### src/rtl/qif_neuron_array.sv
// Time-multiplexed array of quadratic integrate-and-fire neurons: one shared
// update datapath visits the channels round-robin, one channel per enabled cycle.
module qif_neuron_array #(
  parameter int N_CH    = 4,
  parameter int W       = 8,
  parameter int SHIFT   = 4,
  parameter int LEAK    = 1,
  parameter int V_TH    = 200,
  parameter int V_RESET = 0,
  parameter int REFRAC  = 2,
  parameter int PW      = (N_CH > 1) ? $clog2(N_CH) : 1
) (
  input  logic              clk,
  input  logic              rst,
  input  logic              en,
  input  logic [N_CH*W-1:0] b_in,
  input  logic [PW-1:0]     v_sel,
  output logic [W-1:0]      v_mon,
  output logic [N_CH-1:0]   spike_out,
  output logic              frame_done
);

  localparam int RW = (REFRAC > 0) ? $clog2(REFRAC + 1) : 1;
  localparam int SW = 2 * W + 2;

  localparam logic [SW-1:0] V_MAX   = {{(W + 2){1'b0}}, {W{1'b1}}};
  localparam logic [SW-1:0] VTH_S   = SW'(V_TH);
  localparam logic [SW-1:0] LEAK_S  = SW'(LEAK);
  localparam logic [W-1:0]  VRST    = W'(V_RESET);
  localparam logic [RW-1:0] RFR     = RW'(REFRAC);
  localparam logic [PW-1:0] LAST_CH = PW'(N_CH - 1);

  logic [W-1:0]  v_q    [N_CH];
  logic [RW-1:0] refr_q [N_CH];
  logic [PW-1:0] ptr;

  logic [W-1:0]   cur_v;
  logic [W-1:0]   cur_b;
  logic [RW-1:0]  cur_r;
  logic [2*W-1:0] sq;
  logic [SW-1:0]  sum;
  logic [SW-1:0]  s_raw;
  logic [SW-1:0]  s_sat;
  logic [W-1:0]   next_v;
  logic [RW-1:0]  next_r;
  logic           fire;

  // Shared update datapath for the channel under the pointer.
  // NOTE: every signal gets a default at the top of always_comb so no path can infer a latch.
  always_comb begin
    cur_v  = v_q[ptr];
    cur_r  = refr_q[ptr];
    cur_b  = b_in[ptr*W +: W];
    sq     = {{W{1'b0}}, cur_v} * {{W{1'b0}}, cur_v};
    sum    = SW'(cur_v) + SW'(sq >> SHIFT) + SW'(cur_b);
    // sum < 2^(2W+1), so the top bit of the difference is a clean sign bit.
    s_raw  = sum - LEAK_S;
    s_sat  = s_raw;
    next_v = VRST;
    next_r = '0;
    fire   = 1'b0;

    if (s_raw[SW-1]) begin
      s_sat = '0;
    end else if (s_raw > V_MAX) begin
      s_sat = V_MAX;
    end

    if (cur_r != '0) begin
      next_v = VRST;
      next_r = cur_r - 1'b1;
    end else if (s_sat >= VTH_S) begin
      fire   = 1'b1;
      next_v = VRST;
      next_r = RFR;
    end else begin
      next_v = s_sat[W-1:0];
      next_r = '0;
    end
  end

  // NOTE: state registers use non-blocking assignments so every process sees pre-edge values.
  always_ff @(posedge clk) begin
    if (rst) begin
      // NOTE: the per-channel arrays are reset because a fresh round must start from V=0, refr=0.
      for (int i = 0; i < N_CH; i++) begin
        v_q[i]    <= '0;
        refr_q[i] <= '0;
      end
      ptr        <= '0;
      spike_out  <= '0;
      frame_done <= 1'b0;
      v_mon      <= '0;
    end else begin
      spike_out  <= '0;
      frame_done <= 1'b0;
      v_mon      <= (int'(v_sel) < N_CH) ? v_q[v_sel] : '0;
      if (en) begin
        v_q[ptr]       <= next_v;
        refr_q[ptr]    <= next_r;
        spike_out[ptr] <= fire;
        frame_done     <= (ptr == LAST_CH);
        ptr            <= (ptr == LAST_CH) ? '0 : ptr + 1'b1;
      end
    end
  end

endmodule

### config.mk
export PLATFORM = sky130hd
export DESIGN_NAME = qif_neuron_array
export DESIGN_NICKNAME = d
export VERILOG_FILES = /design/src/rtl/qif_neuron_array.sv
export SDC_FILE = /design/constraint.sdc
export NUM_CORES = 1
export LEC_CHECK = 0
export CAP_MARGIN = 20
export CORE_MARGIN = 4
export CORE_UTILIZATION = 45
export CTS_CLUSTER_SIZE = 8
export DETAILED_ROUTE_END_ITERATION = 10
export DONT_BUFFER_PORTS = 1
export PLACE_DENSITY = 0.66
export SLEW_MARGIN = 20
export SYNTH_ARGS = -nofsm -noshare
export SYNTH_HDL_FRONTEND = slang
export SYNTH_SLANG_ARGS = --single-unit
### constraint.sdc
create_clock -name clk -period 9.8 [get_ports clk]
set_input_delay 1.96 -clock clk [delete_from_list [all_inputs] [get_ports clk]]
set_output_delay 1.96 -clock clk [all_outputs]
set_load 0.01 [all_outputs]
==> impl_metrics.yaml <==
setup_path:
  path_delay_family: "adder cells"
  cp-start-kind: "register"
  cpMaxStageDelayCell: "or3_1"
  max_stage_delay_ps: 800
  crit_type: "register to register"
  crit_buf_inv: 3
  critPathMaxFanout: 32
  cp.arrival_ps: 9040
  cp_data_required_time_ps: 9930
  cp-end-kind: "register"
placed_design:
  gp_congestion: 0.874
  io_buffers: 0
  dp.cells: 633
  post-dp-hpwl_um: 9130
job:
  drv_cap: 0
synth:
  seq_area_frac_synth_pct: 29.0
  synthArstFlopShare_pct: 0
  synth-main-ff-cell: "edfxtp_1"
  synth.avg_cell_area_um2: 10.5
  synth-edff-count: 40
  syn_area_um2: 5320
  yosysTopAreaCell: "edfxtp_1"
  synth_area_leaders: "edfxtp_1 23%, ha_1 13%, fa_1 12%"
  synth-seq-cells: 57
  synth_cells: 508
  yosysWarnings: 0
  synthesis.nets: 634
  synth_cell_types: 51
  synth_top_area_share_pct: 22.6
sta:
  slew_headroom_pct: 30.3
  finalCritPeriodShare_pct: 90.8
  finalMaxSlewViolations: 0
  tns_ps: 0
  finalSetupViolations: 0
  period_minus_slack_ps: 8900
  hold_violations: 0
  max_freq_ghz: 0.112
  rsz0062_at_grt: "no"
  clock_skew_ps: 6.30
  worst-slew-pin-transition_ps: 1040
die:
  fp.dieW_um: 117
  io_pins: 50
  rows: 39
  initial_utilization_pct: 46.2
  dieArea_um2: 13600
  core_area_um2: 11500
  fp.dieH_um: 117
pwr:
  p_total_uw: 1690
  power_density_nw_per_um2: 297
  leakage_uw: 0.00244
  peakVddDrop_mv: 0.201
route:
  dr_total_vias: 3745
  drc: 0
  wl_per_cell_um: 18.0
  wl_um: 11700
  antenna_left: 0
  drtPass1Iterations: 5
  initialDrtViolationCount: 282
  post_drt_via_cell_ratio: 5.77
outcome:
  outcome: "finished clean"
layout:
  final_cells: 649
  drive_above_1_share_pct: 9.29
  antenna_cells: 0
  nets: 627
  fin_util_pct: 49.4
  area_growth_syn_to_layout_pct: 6.94
clock_network:
  ctsHoldBuffers: 0
  cts_resized: 0
  clk_latency_ps: 330
  root_buffer: "clkbuf_16"
  cts_setup_buffers: 0
  cts_buffers: 9
  htreeDepth: 3
  clk_pin_slew_ps: 50
  clk_path_buf_depth: 2
  clkSinkCount: 57
  cts_tree: "built"
global_route:
  grt_max_degree: 33
  grt_usage_pct: 18.3
  grt_pass1_vias: 3883
  grt_overflow: 0
  grt_pass1_wl_um: 19200
  antenna_found_initial: 1
min_path:
  hold_path_class: "register to register"
-- stage by stage --
step | hold WS [ps] | cell area (um2) | setup slack (ps)
floorplan | 614 | 5320 | 2370
global placement | 673 | 5390 | 1020
detailed placement | 690 | 5390 | 941
CTS | 702 | 5690 | 922
global route | 757 | 5690 | 313
finish | 693 | 5690 | 897
-- tightest hold or removal path, stage by stage, from the launching register on --
cell      delay (ps)
edfxtp_1         330
mux4_2           220
nor2b_1          110
-- per-layer routing --
layer	up-vias	global-route usage (%)	share of wire [%]	routed length, um
met4	2	3.98	1.3	148
met1	1812	25.4	45	5200
met3	14	5.03	7.8	905
li1	1774	-	-	-
met2	143	29.0	46	5390
met5	-	0	0.11	13
-- cell type report --
type | count | area (um2)
Fill cell | 1026 | 5830
Multi-Input combinational cell | 355 | 3380
Sequential cell | 57 | 1540
Inverter | 78 | 293
Clock buffer | 11 | 243
Tap cell | 143 | 179
Clock inverter | 5 | 55.1
-- registers in the layout (all words and copies together) (netlist names), named ones only --
| register | flops |
|---|---|
| spike_out | 4 |
| v_mon | 8 |
| v_q | 32 |
| ptr | 2 |
| frame_done | 1 |
| refr_q | 8 |
-- cells in the mapped netlist (all sizes together) (4+ instances only) --
master	count
mux4	26
inv	77
or2	5
edfxtp	40
ha	56
and2	4
nor3	26
o21bai	4
dfxtp	17
clkbuf	11
buf	7
xnor2	19
a211oi	18
fa	33
a21o	6
and3	9
a21oi	19
nor2b	8
o21ai	9
nand3	7
nand2	18
xor2	7
nor2	52
-- power breakdown --
group          internal [uW]  switching (uW)  total (uW)
clock                    202             104         307
sequential               273            15.0         288
combinational            433             664        1100
-- cells by family (layout without fill, tap and decap cells) --
family / after synthesis / in the layout / synth area share, %
and+or+nand+nor: 135 / 135 / 11.8
buffers and inverters: 96 / 94 / 7.53
DFF: 57 / 57 / 29.0
AOI/OAI and AO/OA: 75 / 75 / 9.81
adders and majority gates: 89 / 89 / 25.6
muxes: 30 / 30 / 12.0
xor gates and xnor gates: 26 / 26 / 4.28
-- path summary, 6_finish.rpt --
| check | to | start | slack [ps] | cells after the start |
|---|---|---|---|---|
| setup reg to reg | v_q[1][3] | register | 900 | 26 |
| setup / recovery | v_q[1][3] | register | 900 | 26 |
| hold / removal | v_mon[1] | v_q[3][1] | 690 | 2 |
| hold reg to reg | v_mon[1] | v_q[3][1] | 690 | 2 |
-- layout by cell type (no fill, tap or decap), types with 8 or more instances in the layout --
master | synthesis | final
mux4_2 | 23 | 23
a211oi_1 | 17 | 17
fa_1 | 33 | 33
dfxtp_1 | 17 | 17
clkbuf_16 | 0 | 9
nor2b_1 | 8 | 8
a21oi_1 | 19 | 19
xnor2_1 | 19 | 19
and3_1 | 9 | 9
nand2_1 | 18 | 18
ha_1 | 56 | 56
nor3_1 | 26 | 26
edfxtp_1 | 40 | 40
inv_1 | 77 | 77
nor2_1 | 52 | 52
Power figures use the tool's default switching activity.
